File: src/rtl/versat_ctrl_pkg.sv
// Shared control-path constants and helpers for the Versat dispatch logic.
// Pure declarations: no latency, no flow control.
// Imported by the decoder and its one-hot decode helper.
package versat_ctrl_pkg;

    localparam logic ST_IDLE  = 1'b0;
    localparam logic ST_GRANT = 1'b1;

    // Index width for n targets, never narrower than one bit.
    function automatic int idx_width(input int n);
        return (n > 1) ? $clog2(n) : 1;
    endfunction

endpackage

File: src/rtl/onehot_decode.sv
// Binary index to one-hot vector with an in-range flag.
// Latency: combinational, zero cycles.
// Backpressure: none; pure function of the index.
module onehot_decode
    import versat_ctrl_pkg::*;
#(
    parameter int WIDTH = 4,
    parameter int IDX_W = idx_width(WIDTH)
) (
    input  logic [IDX_W-1:0] index,
    output logic [WIDTH-1:0] onehot,
    output logic             in_range
);

    generate
        if (WIDTH == 1) begin : g_single
            // A single target is always selected, whatever the index says.
            logic unused_index;
            assign unused_index = ^index;
            assign onehot       = 1'b1;
            assign in_range     = 1'b1;
        end else begin : g_multi
            always_comb begin
                onehot   = '0;
                in_range = 1'b0;
                for (int i = 0; i < WIDTH; i++) begin
                    if (index == IDX_W'(i)) begin
                        onehot[i] = 1'b1;
                        in_range  = 1'b1;
                    end
                end
            end
        end
    endgenerate

endmodule

File: src/rtl/onehot_dispatch_decoder.sv
// Accepts an encoded index and holds a registered one-hot grant until acked or timed out.
// Latency: one cycle from transfer to grant; a combinational ack allows one grant per cycle.
// Backpressure: in_ready drops while a grant is outstanding and not acknowledged this cycle.
module onehot_dispatch_decoder
    import versat_ctrl_pkg::*;
#(
    parameter int WIDTH   = 4,
    parameter int IDX_W   = idx_width(WIDTH),
    parameter int TIMEOUT = 0,
    parameter int CNT_W   = (TIMEOUT > 1) ? $clog2(TIMEOUT) : 1
) (
    input  logic             clk,
    input  logic             rst,
    input  logic [IDX_W-1:0] in_index,
    input  logic             in_valid,
    output logic             in_ready,
    output logic [WIDTH-1:0] out_onehot,
    output logic             out_valid,
    input  logic [WIDTH-1:0] out_ack,
    output logic             err_range,
    output logic             err_timeout,
    output logic             busy
);

    localparam logic [CNT_W-1:0] CNT_LAST = CNT_W'((TIMEOUT > 0) ? TIMEOUT - 1 : 0);

    logic             state, state_nxt;
    logic [WIDTH-1:0] onehot_nxt;
    logic [CNT_W-1:0] cnt, cnt_nxt;
    logic             err_range_nxt, err_timeout_nxt;
    logic [WIDTH-1:0] dec_onehot;
    logic             dec_in_range;
    logic             ack_hit;
    logic             xfer;

    onehot_decode #(
        .WIDTH (WIDTH),
        .IDX_W (IDX_W)
    ) u_decode (
        .index    (in_index),
        .onehot   (dec_onehot),
        .in_range (dec_in_range)
    );

    // out_onehot is zero outside GRANT, so the ack mask alone qualifies the hit.
    assign ack_hit = |(out_ack & out_onehot);
    assign xfer    = in_valid & in_ready;

    always_ff @(posedge clk) begin
        if (rst) begin
            state       <= ST_IDLE;
            out_onehot  <= '0;
            cnt         <= '0;
            err_range   <= 1'b0;
            err_timeout <= 1'b0;
        end else begin
            state       <= state_nxt;
            out_onehot  <= onehot_nxt;
            cnt         <= cnt_nxt;
            err_range   <= err_range_nxt;
            err_timeout <= err_timeout_nxt;
        end
    end

    always_comb begin
        state_nxt       = state;
        onehot_nxt      = out_onehot;
        cnt_nxt         = cnt;
        err_range_nxt   = 1'b0;
        err_timeout_nxt = 1'b0;
        case (state)
            ST_IDLE: begin
                if (xfer) begin
                    if (dec_in_range) begin
                        onehot_nxt = dec_onehot;
                        state_nxt  = ST_GRANT;
                        cnt_nxt    = '0;
                    end else begin
                        err_range_nxt = 1'b1;
                    end
                end
            end
            default: begin
                if (ack_hit) begin
                    cnt_nxt = '0;
                    if (xfer && dec_in_range) begin
                        onehot_nxt = dec_onehot;
                    end else begin
                        onehot_nxt    = '0;
                        state_nxt     = ST_IDLE;
                        err_range_nxt = xfer;
                    end
                end else if (TIMEOUT > 0) begin
                    // Ack has priority above, so a timeout only fires on an unacked cycle.
                    if (cnt == CNT_LAST) begin
                        onehot_nxt      = '0;
                        state_nxt       = ST_IDLE;
                        cnt_nxt         = '0;
                        err_timeout_nxt = 1'b1;
                    end else begin
                        cnt_nxt = cnt + CNT_W'(1);
                    end
                end
            end
        endcase
    end

    always_comb begin
        busy      = (state == ST_GRANT);
        in_ready  = (state == ST_IDLE) | ((state == ST_GRANT) & ack_hit);
        out_valid = |out_onehot;
    end

endmodule

File: config.mk
export PLATFORM = sky130hd
export DESIGN_NAME = onehot_dispatch_decoder
export DESIGN_NICKNAME = d
export VERILOG_FILES = /design/src/rtl/versat_ctrl_pkg.sv /design/src/rtl/onehot_decode.sv /design/src/rtl/onehot_dispatch_decoder.sv
export SDC_FILE = /design/constraint.sdc
export NUM_CORES = 1
export LEC_CHECK = 0
export ABC_AREA = 1
export BUFFER_PORTS_ARGS = -buffer_cell sky130_fd_sc_hd__clkbuf_2
export CAP_MARGIN = 15
export CORE_AREA = 2 2 39 41
export DETAILED_ROUTE_END_ITERATION = 10
export DIE_AREA = 0 0 41 43
export PLACE_DENSITY = 0.47
export SLEW_MARGIN = 20
export SYNTH_ARGS = -nofsm -noshare
export SYNTH_HDL_FRONTEND = slang
export SYNTH_SLANG_ARGS = --single-unit
File: constraint.sdc
create_clock -name clk -period 1.1 [get_ports clk]
set_clock_uncertainty 0.15 [all_clocks]
set_input_delay 0.11 -clock clk [delete_from_list [all_inputs] [get_ports clk]]
set_output_delay 0.11 -clock clk [all_outputs]
set_load 0.1 [all_outputs]
# --- Yosys cells after proc, flatten, opt, wreduce, memory -nomap -nowiden ---
# Cells that the tools add are included.
# Widths: inputs -> output; s select.
word_totals:
  register_bits: 6
  inputBits: 9
  output_inout_bits: 9
  word_cells: 41
op_classes:
  eq_ne: 4
  muxes: 22
  bitwise_logic: 5
  n_reduce_logical: 7
ops:
  columns: ["op", "count"]
  rows:
  - ["$mux 4", 5]
  - ["$mux 1", 17]
  - ["$reduce_or 4->1", 2]
  - ["$and 4x4->4", 1]
  - ["$eq 2x2->1 const B", 2]
  - ["$reduce_bool 2->1", 2]
  - ["$reduce_and 3->1", 1]
  - ["$and 1x1->1", 2]
  - ["$eq 2x1->1 const B", 1]
  - ["$logic_not 2->1", 1]
  - ["$ne 2x1->1 const B", 1]
  - ["$logic_and 1x1->1", 1]
  - ["$not 1->1", 1]
  - ["$or 1x1->1", 1]

# --- Depth between registers and ports, before layout ---
# Gate-level depths: netlist of the first run.
logic_depth:
  depth_word: 9
  mapped_depth: 7
  depth_no_buf: 7

# --- Hierarchy ---
# From an unflattened synthesis of the first run, not the netlist that was laid out.
hier_totals:
  hier_cells: 46
  area_unflattened_um2: 334.1
by_module_without_submodules:
  columns: ["mod", "instances", "cells_each", "area_each_um2", "seq_area_each_um2"]
  rows:
  - ["onehot_dispatch_decoder", 1, 37, 296.5, 120.1]
  - ["onehot_decode", 1, 9, 37.5, 0.0]

# --- Worst setup path after synthesis of the first run ---
# No wires, ideal clock.
synth_path:
  path_kind: "register to output"
  from: "register out_onehot[0]"
  to: "output out_valid"
  t_arrival_ps: 1793
  t_required_ps: 840
  setup_slack_ps: -953
  stages_incl_launch_ff: 2
  n_path_buf: 0
  cell_sequence: "dfxtp_1 or4_1"
synth_between:
  elab_chain_len: 1
synth_rtl:
  columns: ["item", "line", "text"]
  rows:
  - ["start, declared", "onehot_dispatch_decoder.sv:17", "output logic [WIDTH-1:0] out_onehot,"]
  - ["start signal, assigned", "onehot_dispatch_decoder.sv:58", "out_onehot <= onehot_nxt;"]
  - ["$reduce_or 4->1", "onehot_dispatch_decoder.sv:111", "out_valid = |out_onehot;"]
  - ["end, declared", "onehot_dispatch_decoder.sv:18", "output logic out_valid,"]
# Every way passes these cells.

# --- Worst setup path in the final report of the first run ---
layout_path:
  from: "register out_onehot[2]"
  to: "output out_valid"
# The elaborated chain is that of the path after synthesis.

==> flow_metrics.tcl, run 1 <==
set metrics [dict create \
    rsz0062_at_grt "true" \
    cts_root_buf "clkbuf_4" \
    antenna_found_initial 0 \
    async_flop_share 0 \
    ioPinCount 18 \
    synth.top_cell.area_share 0.398 \
    fp.coreArea_mm2 0.00138 \
    std_cell_rows 14 \
    setup_violations 12 \
    num_antenna_cells 0 \
    start_util 0.218 \
    path_clk_slew_ps 50 \
    cts_buffer_depth 2 \
    n_fill_cell 138 \
    cts_tree "yes" \
    yosysUniqueCellTypes 12 \
    finalNetCount 81 \
    hp-class "in2reg" \
    max_freq_mhz 646 \
    hold_viol_final 0 \
    yosysTopAreaCell "dfxtp_1" \
    synth.avg_cell_area_um2 7.18 \
    grt_pass1_wl_um 1220 \
    ant_nets 0 \
    cp.required_ps 840 \
    cp.arrival_ps 1290 \
    numCtsBuffers 3 \
    drtPass1Iterations 3 \
    die_area_mm2 0.00176 \
    grt.overflow.total 0 \
    violations "setup timing" \
    clk_latency_ps 250 \
    postLayoutCoreUtil 0.491 \
    path_max_fanout 2 \
    synth-main-ff-cell "dfxtp_1" \
    dp_cells 79 \
    status "finished with violations" \
    grt_pass1_vias 317 \
    die_x_um 41 \
    ys_ff_latch 6 \
    worst-setup-path-type "reg2out" \
    vias 353 \
    startpoint_type "flop" \
    synth.most_common_cell "nand2_1" \
    p_leak_nw 0.316 \
    slew_viol_final 0 \
    period_share 1.41 \
    area_delta_synth_final_pct 125 \
    netlist_area_um2 302 \
    yosysWarnings 0 \
    synth_edf_count 0 \
    hpwl_um 610 \
    place_congestion 0.775 \
    cts.sinks 6 \
    synth.area.top_cells "dfxtp_1 40%, nand2_1 14%, a21oi_1 8.3%, inv_1 7.5%, nand2_4 7.5%" \
    stdcell_count 87 \
    wl_per_cell_um 9.10 \
    powerDensity_mw_per_mm2 1180 \
    drt_iter0_markers 1 \
    portBuffers 16 \
    grt_max_degree 7 \
    end_kind "output pin" \
    synth_cells 42 \
    yosysSeqAreaShare 0.398 \
    drt-total-wl_um 792 \
    die_y_um 43 \
    via_per_inst 4.06 \
    track_usage 0.112 \
    synth_commonest_cells "11 x nand2_1, 6 x dfxtp_1, 6 x inv_1, 5 x a21oi_1, 4 x nand3_1" \
    final_layout_size_suffix_gt1_frac 0.620 \
    finalCriticalPeriod_ps 1550 \
    peakVddDrop_mv 0.563 \
    h-tree-depth 1 \
    max_cap_viol_count 0 \
    fin_ws_ps -447 \
    drc 0 \
]
==> layout by cell type, fill, tap and decap left out <==
master	instances
nor2_1	3
buf_6	4
dfxtp_2	1
clkbuf_4	3
a21oi_1	3
or4_4	1
buf_12	8
nand2_8	1
nor2_4	1
buf_4	3
nand2_4	1
nand2_2	3
a21oi_2	2
nand3_1	4
clkbuf_2	8
or2_4	1
dlygate4sd3_1	2
clkbuf_1	1
inv_1	4
conb_1	2
dfxtp_4	5
nand2_1	8
inv_2	2
==> where the power goes <==
group / switching, W / internal [W] / total (W) / leakage, nW
clock: 0.0000800 / 0.000137 / 0.000217 / 0.0150
sequential: 0.00000900 / 0.000223 / 0.000232 / 0.0529
combinational: 0.000218 / 0.000137 / 0.000355 / 0.248
total: 0.000307 / 0.000497 / 0.000804 / 0.316
==> worst paths after layout <==
kind                                     from            end  slack, ps  cells past startpoint
worst min-delay path                 in_valid  out_onehot[1]         30                      3
worst min register to register  out_onehot[3]  out_onehot[3]        370                      2
worst max-delay path            out_onehot[2]      out_valid       -450                      2
worst max register to register  out_onehot[1]  out_onehot[0]       -270                      9
==> per-layer routing <==
metal  GRT usage  wire (um)  vias up
met4       0.120         17        0
met1       0.117        314      149
li1            -          -      189
met3      0.0314         55        2
met5           0          0        -
met2       0.159        404       13
==> cell families after synthesis <==
kind of cell           share of synthesized area
other                                     0.0124
AO/OA/AOI/OAI                             0.0830
AND/OR/NAND/NOR                            0.407
buffers and inverters                     0.0996
flip-flops                                 0.398
==> metrics by stage <==
stage | setup TNS [ps] | instance area, um^2 | hold WS (ps) | power (W) | setup slack [ps]
4_1_cts | -2250 | 679 | 17.7 | 0.000815 | -458
2_1_floorplan | -1900 | 349 | 13.3 | 0.000448 | -337
6_report | -2150 | 679 | 30.3 | 0.000804 | -447
5_1_grt | -2780 | 679 | 36.6 | 0.000856 | -487
3_3_place_gp | -912 | 599 | 180 | 0.000567 | -196
3_5_place_dp | -1030 | 599 | 184 | 0.000569 | -202
==> layout make-up <==
cell class | instances | area, um^2 | share of cell area
inverters | 6 | 22.5 | 0.0331
repair buffers | 25 | 288 | 0.424
clock buffers | 4 | 26.3 | 0.0387
multi-input cells | 30 | 183 | 0.269
well taps | 16 | 20.0 | 0.0295
flip-flops and latches | 6 | 140 | 0.206
==> state kept, by name (all words and copies together) (netlist names) <==
signal,count
out_onehot,4
busy,1
err_range,1
==> worst max-delay path, cell delays in order, from the launching register on <==
cell and delay [ps]:
dfxtp_4 330, or4_4 540, buf_12 180
==> repair_timing <==
action	in CTS	in global routing
buffers inserted	2	1
setup endpoints to repair	12	12
resized for setup	5	1
hold buffers	2	0
hold endpoints to repair	5	0
pin swaps	3	0
(Power assumes the default switching activity.)
==> run 2, diff against run 1 <==
--- a/config.mk
+++ b/config.mk
@@ -11,7 +11,9 @@
 export CORE_AREA = 2 2 39 41
 export DETAILED_ROUTE_END_ITERATION = 10
 export DIE_AREA = 0 0 41 43
+export GPL_TIMING_DRIVEN = 0
 export PLACE_DENSITY = 0.47
+export RECOVER_POWER = 50
 export SLEW_MARGIN = 20
 export SYNTH_ARGS = -nofsm -noshare
 export SYNTH_HDL_FRONTEND = slang
==> run 2 against run 1 <==
  * The flow still finishes with violations (setup timing)
  * Hold slack got worse by 8.1 ps
  * Routed wire length fell by 1.9%
  * First-iteration DRC count rose by 100%
  * Global-route usage fell by 0.69 points
  * Core utilization fell by 1.5 points
  * Cell count fell by 2.3%
  * Critical path depth did not move
  * Non-clock buffer count fell by 2
==> flow_metrics.tcl, run 2 (same netlist as run 1, synthesis figures left out) <==
set metrics [dict create \
    status "finished with violations" \
    violations "setup timing" \
    drt-total-wl_um 777 \
    powerDensity_mw_per_mm2 1210 \
    cp_cell_sequence "or4_4 -> clkbuf_16" \
    cts_buffer_depth 2 \
    dp_cells 75 \
    top_register "out_onehot" \
    final_common_cell "clkbuf_2" \
    worst-setup-path-type "reg2out" \
    clk_latency_ps 250 \
    area_delta_synth_final_pct 118 \
    seq_area_um2 139 \
    place_congestion 0.697 \
    rsz0062_at_grt "true" \
    end_kind "output pin" \
    hpwl_um 525 \
    cts_root_buf "clkbuf_4" \
    grt_pass1_wl_um 1180 \
    final_cell_mix "8 x clkbuf_2, 6 x nand2_1, 5 x nand2_2, 5 x dfxtp_4" \
    dp_worst_setup_slack_ps -389 \
    path_max_fanout 3 \
    drc 0 \
    finalCriticalPeriod_ps 1610 \
    setup_violations 9 \
    antenna_found_initial 0 \
    h-tree-depth 1 \
    start_util 0.218 \
    p_leak_nw 0.310 \
    drtPass1Iterations 3 \
    stdcell_count 85 \
    die_y_um 43 \
    busiest_layer "met2" \
    path_clk_slew_ps 50 \
    grt.overflow.total 0 \
    vias 332 \
    portBuffers 16 \
    slew_viol_final 0 \
    hp-class "in2reg" \
    cts.sinks 6 \
    via_per_inst 3.91 \
    grt.met3_usage 0.0314 \
    track_usage 0.105 \
    max_cap_viol_count 0 \
    wl_per_cell_um 9.14 \
    max_freq_mhz 621 \
    hold_viol_final 0 \
    postLayoutCoreUtil 0.476 \
    grt_use_met2 0.153 \
    grt_max_degree 7 \
    ant_nets 0 \
    period_share 1.46 \
    fin_ws_ps -509 \
    grt_pass1_vias 299 \
    ioPinCount 18 \
    std_cell_rows 14 \
    cp.required_ps 840 \
    largest_register_ffs 4 \
    numCtsBuffers 3 \
    met1_usage 0.110 \
    peakVddDrop_mv 0.588 \
    drt_iter0_markers 2 \
    n_fill_cell 136 \
    cts_tree "yes" \
    critical_path.slowest_cell "or4_4" \
    finalNetCount 79 \
    startpoint_type "flop" \
    cpPeakStageDelay_ps 540 \
    multi_input_area_um2 191 \
    cp.arrival_ps 1350 \
    design_power_total_w 0.000797 \
    num_antenna_cells 0 \
    hold_ws_ps 22.2 \
    die_area_mm2 0.00176 \
    final_layout_size_suffix_gt1_frac 0.638 \
    fp.coreArea_mm2 0.00138 \
    die_x_um 41 \
]
## run 2: cell types whose count changed in the layout (fill, tap and decap cells not counted), moves of 2 or more
cell,before,now
nand2_2,3,5
clkbuf_8,0,2
buf_8,0,2
buf_6,4,1
buf_12,8,0
nand2_1,8,6
clkbuf_16,0,4
## run 2: power by group
group | leakage, nW | internal [W] | switching [W]
clock network | 0.0150 | 0.000138 | 0.0000828
registers | 0.0529 | 0.000223 | 0.0000121
logic | 0.242 | 0.000128 | 0.000214
## run 2: area by class of cell
class | count | share of cell area
Timing Repair Buffer | 22 | 0.382
Multi-Input combinational cell | 30 | 0.291
Sequential cell | 6 | 0.211
Clock buffer | 4 | 0.0399
Inverter | 6 | 0.0342
Tap cell | 16 | 0.0304
Buffer | 1 | 0.0114
## run 2: what timing repair did
action	4_1_cts	5_1_grt
setup buffers	2	2
gates resized for setup	20	8
pin swaps	2	6
hold endpoints to repair	5	0
hold buffers	2	0
setup endpoints to repair	12	11
## run 2: stage by stage
| stage | setup TNS (ps) | cell area [um^2] |
|---|---|---|
| after floorplan | -1900 | 349 |
| after global placement | -659 | 449 |
| after detailed placement | -671 | 449 |
| after CTS | -1660 | 623 |
| after global routing | -2770 | 658 |
| final | -2370 | 658 |
## run 2: routing by layer
layer / vias up / wire length, um
met5: - / 0
li1: 181 / -
met2: 11 / 384
met3: 0 / 43
met4: 0 / 0
met1: 140 / 348
## run 2: worst paths after layout
kind                                     from       endpoint  slack [ps]  cells after the start
worst max-delay path            out_onehot[3]      out_valid        -510                      2
worst min-delay path                 in_valid  out_onehot[3]          20                      3
worst max register to register  out_onehot[3]  out_onehot[2]        -270                      9
worst min register to register  out_onehot[3]  out_onehot[3]         330                      2
## run 2: worst max-delay path, delay by kind of cell (launching register included)
family        cells  cell delay (ps)
simple gates      1              540
buf+inv           1              220
flops             1              340
==> run 3, diff against run 2 <==
--- a/config.mk
+++ b/config.mk
@@ -14,6 +14,7 @@
 export GPL_TIMING_DRIVEN = 0
 export PLACE_DENSITY = 0.47
 export RECOVER_POWER = 50
+export SKIP_LAST_GASP = 1
 export SLEW_MARGIN = 20
 export SYNTH_ARGS = -nofsm -noshare
 export SYNTH_HDL_FRONTEND = slang
==> constraint.sdc (replaced) <==
create_clock -name clk -period 1.1 [get_ports clk]
set_clock_uncertainty 0.15 [all_clocks]
set_input_delay 0.11 -clock clk [delete_from_list [all_inputs] [get_ports clk]]
set_output_delay 0.11 -clock clk [all_outputs]
set_load 0.02 [all_outputs]
==> run 3 against run 2 <==
  * The flow still finishes with violations (setup timing)
  * Count of clock-buffer cells in the layout down 1
  * Critical endpoint unchanged
  * Clock power down 10%
  * Register-to-register slack worse by 40 ps
  * Critical path depth unchanged
  * Largest cell class is now multi-input gates
  * Largest power group is now registers
  * Die area unchanged
  * Global-route usage down 1.1 points
  * Critical path type unchanged
  * Sequential power up 2%
  * Final area down 17%
  * First-iteration DRC count up 100%
  * Via count up 1.5%
==> flow_metrics.tcl, run 3 (same netlist as run 1, synthesis figures left out) <==
set metrics [dict create \
    max_freq_mhz 672 \
    cp.required_ps 840 \
    path_clk_slew_ps 40 \
    num_antenna_cells 0 \
    status "finished with violations" \
    tns_ps -2100 \
    top_register "out_onehot" \
    start_util 0.218 \
    startpoint_type "flop" \
    area_delta_synth_final_pct 80.5 \
    path_max_fanout 2 \
    std_cell_rows 14 \
    hpwl_um 526 \
    drt-total-wl_um 706 \
    final_cell_mix "12 x clkbuf_2, 7 x nand2_1, 6 x inv_1" \
    rsz0062_at_grt "true" \
    fp.coreArea_mm2 0.00138 \
    grt_pass1_wl_um 1100 \
    n_fill_cell 158 \
    seq_area_um2 126 \
    place_congestion 0.649 \
    critical_path.slowest_cell "or4_4" \
    ant_nets 0 \
    cpPeakStageDelay_ps 530 \
    final_layout_size_suffix_gt1_frac 0.612 \
    fin_ws_ps -388 \
    path_depth 2 \
    die_area_mm2 0.00176 \
    largest_register_ffs 4 \
    clk_latency_ps 240 \
    hp-class "in2reg" \
    grt.overflow.total 0 \
    timing.rr.end "out_onehot[1]" \
    drtPass1Iterations 3 \
    cts.sinks 6 \
    end_kind "output pin" \
    drt_iter0_markers 4 \
    cp_cell_sequence "or4_4 -> buf_8" \
    timing.rr.start "out_onehot[3]" \
    cts_root_buf "clkbuf_4" \
    max_cap_viol_count 0 \
    violations "setup timing" \
    numCtsBuffers 3 \
    slew_viol_final 0 \
    die_y_um 43 \
    period_share 1.35 \
    h-tree-depth 1 \
    grt_pass1_vias 321 \
    ioPinCount 18 \
    cp_num_buf_inv 1 \
    multi_input_area_um2 194 \
    final_common_cell "clkbuf_2" \
    track_usage 0.0934 \
    cts_buffer_depth 2 \
    cp.arrival_ps 1230 \
    die_x_um 41 \
    drc 0 \
    finalNetCount 78 \
    portBuffers 16 \
    grt_max_degree 7 \
    design_power_total_w 0.000608 \
    vias 337 \
    finalCriticalPeriod_ps 1490 \
    cts_tree "yes" \
    hold_viol_final 0 \
    crit_family "simple AND/OR/NAND/NOR gates" \
    powerDensity_mw_per_mm2 1120 \
    peakVddDrop_mv 0.325 \
    critPathLaunch "out_onehot[3]" \
    antenna_found_initial 0 \
    wl_per_cell_um 8.51 \
    p_leak_nw 0.279 \
    crit_path_end "out_valid" \
    r2r_slack_ps -310 \
    setup_violations 8 \
    worst-setup-path-type "reg2out" \
    via_per_inst 4.06 \
    reg2reg_depth 10 \
]
## run 3: power breakdown
group | internal, W | switching, W | total (W)
Sequential | 0.000231 | 0.00000928 | 0.000240
Clock | 0.000123 | 0.0000753 | 0.000198
Combinational | 0.0000831 | 0.0000863 | 0.000169
## run 3: layout make-up
class,instances,area share
multi-input combinational,30,0.356
inverter,6,0.0414
timing repair buffer,21,0.278
tap,16,0.0368
sequential,6,0.232
buffer,1,0.0138
clock buffer,3,0.0414
## run 3: timing repair
action / 4_1_cts / 5_1_grt
setup buffers: 2 / 2
gates resized for setup: 9 / 11
pin swaps: 2 / 2
setup endpoints to repair: 6 / 8
hold buffers: 1 / 0
gates cloned: 0 / 0
endpoints found under the hold margin: 5 / 0
## run 3: worst reg2reg max path, stage by stage, from the launching register on
cell and delay [ps]:
dfxtp_2 310, buf_4 120, buf_6 120, nand2_4 50, nand2_4 40, nor2_4 90
nand2_4 50, buf_6 130, nand2_4 80, nand2_1 80, a21oi_2 120
## run 3: how the worst min path moves through the flow
stage	from	endpoint	slack, ps	cells past startpoint
2_1_floorplan	rst	busy	20	1
3_3_place_gp	rst	busy	190	2
3_5_place_dp	rst	out_onehot[1]	190	2
4_1_cts	in_valid	busy	3	3
5_1_grt	in_valid	busy	10	3
6_report	in_valid	busy	7	3
## run 3: stage by stage
stage | instance area, um^2 | util | worst slack, ps | hold slack [ps] | std cells
6_report | 544 | 0.393 | -388 | 6.66 | 83
4_1_cts | 495 | 0.358 | -399 | 3.12 | 81
3_3_place_gp | 415 | 0.300 | -152 | 186 | 75
3_5_place_dp | 415 | 0.300 | -155 | 189 | 75
5_1_grt | 544 | 0.393 | -423 | 11.0 | 83
2_1_floorplan | 315 | - | -85.1 | 21.7 | 43
## run 3: routing by layer
layer	wire length, um	up-vias	share of wire	track usage
met5	0	-	0	0
met4	14	0	0.020	0.0800
met3	49	2	0.069	0.0314
met2	365	16	0.52	0.147
met1	277	140	0.39	0.0900
li1	-	179	-	-
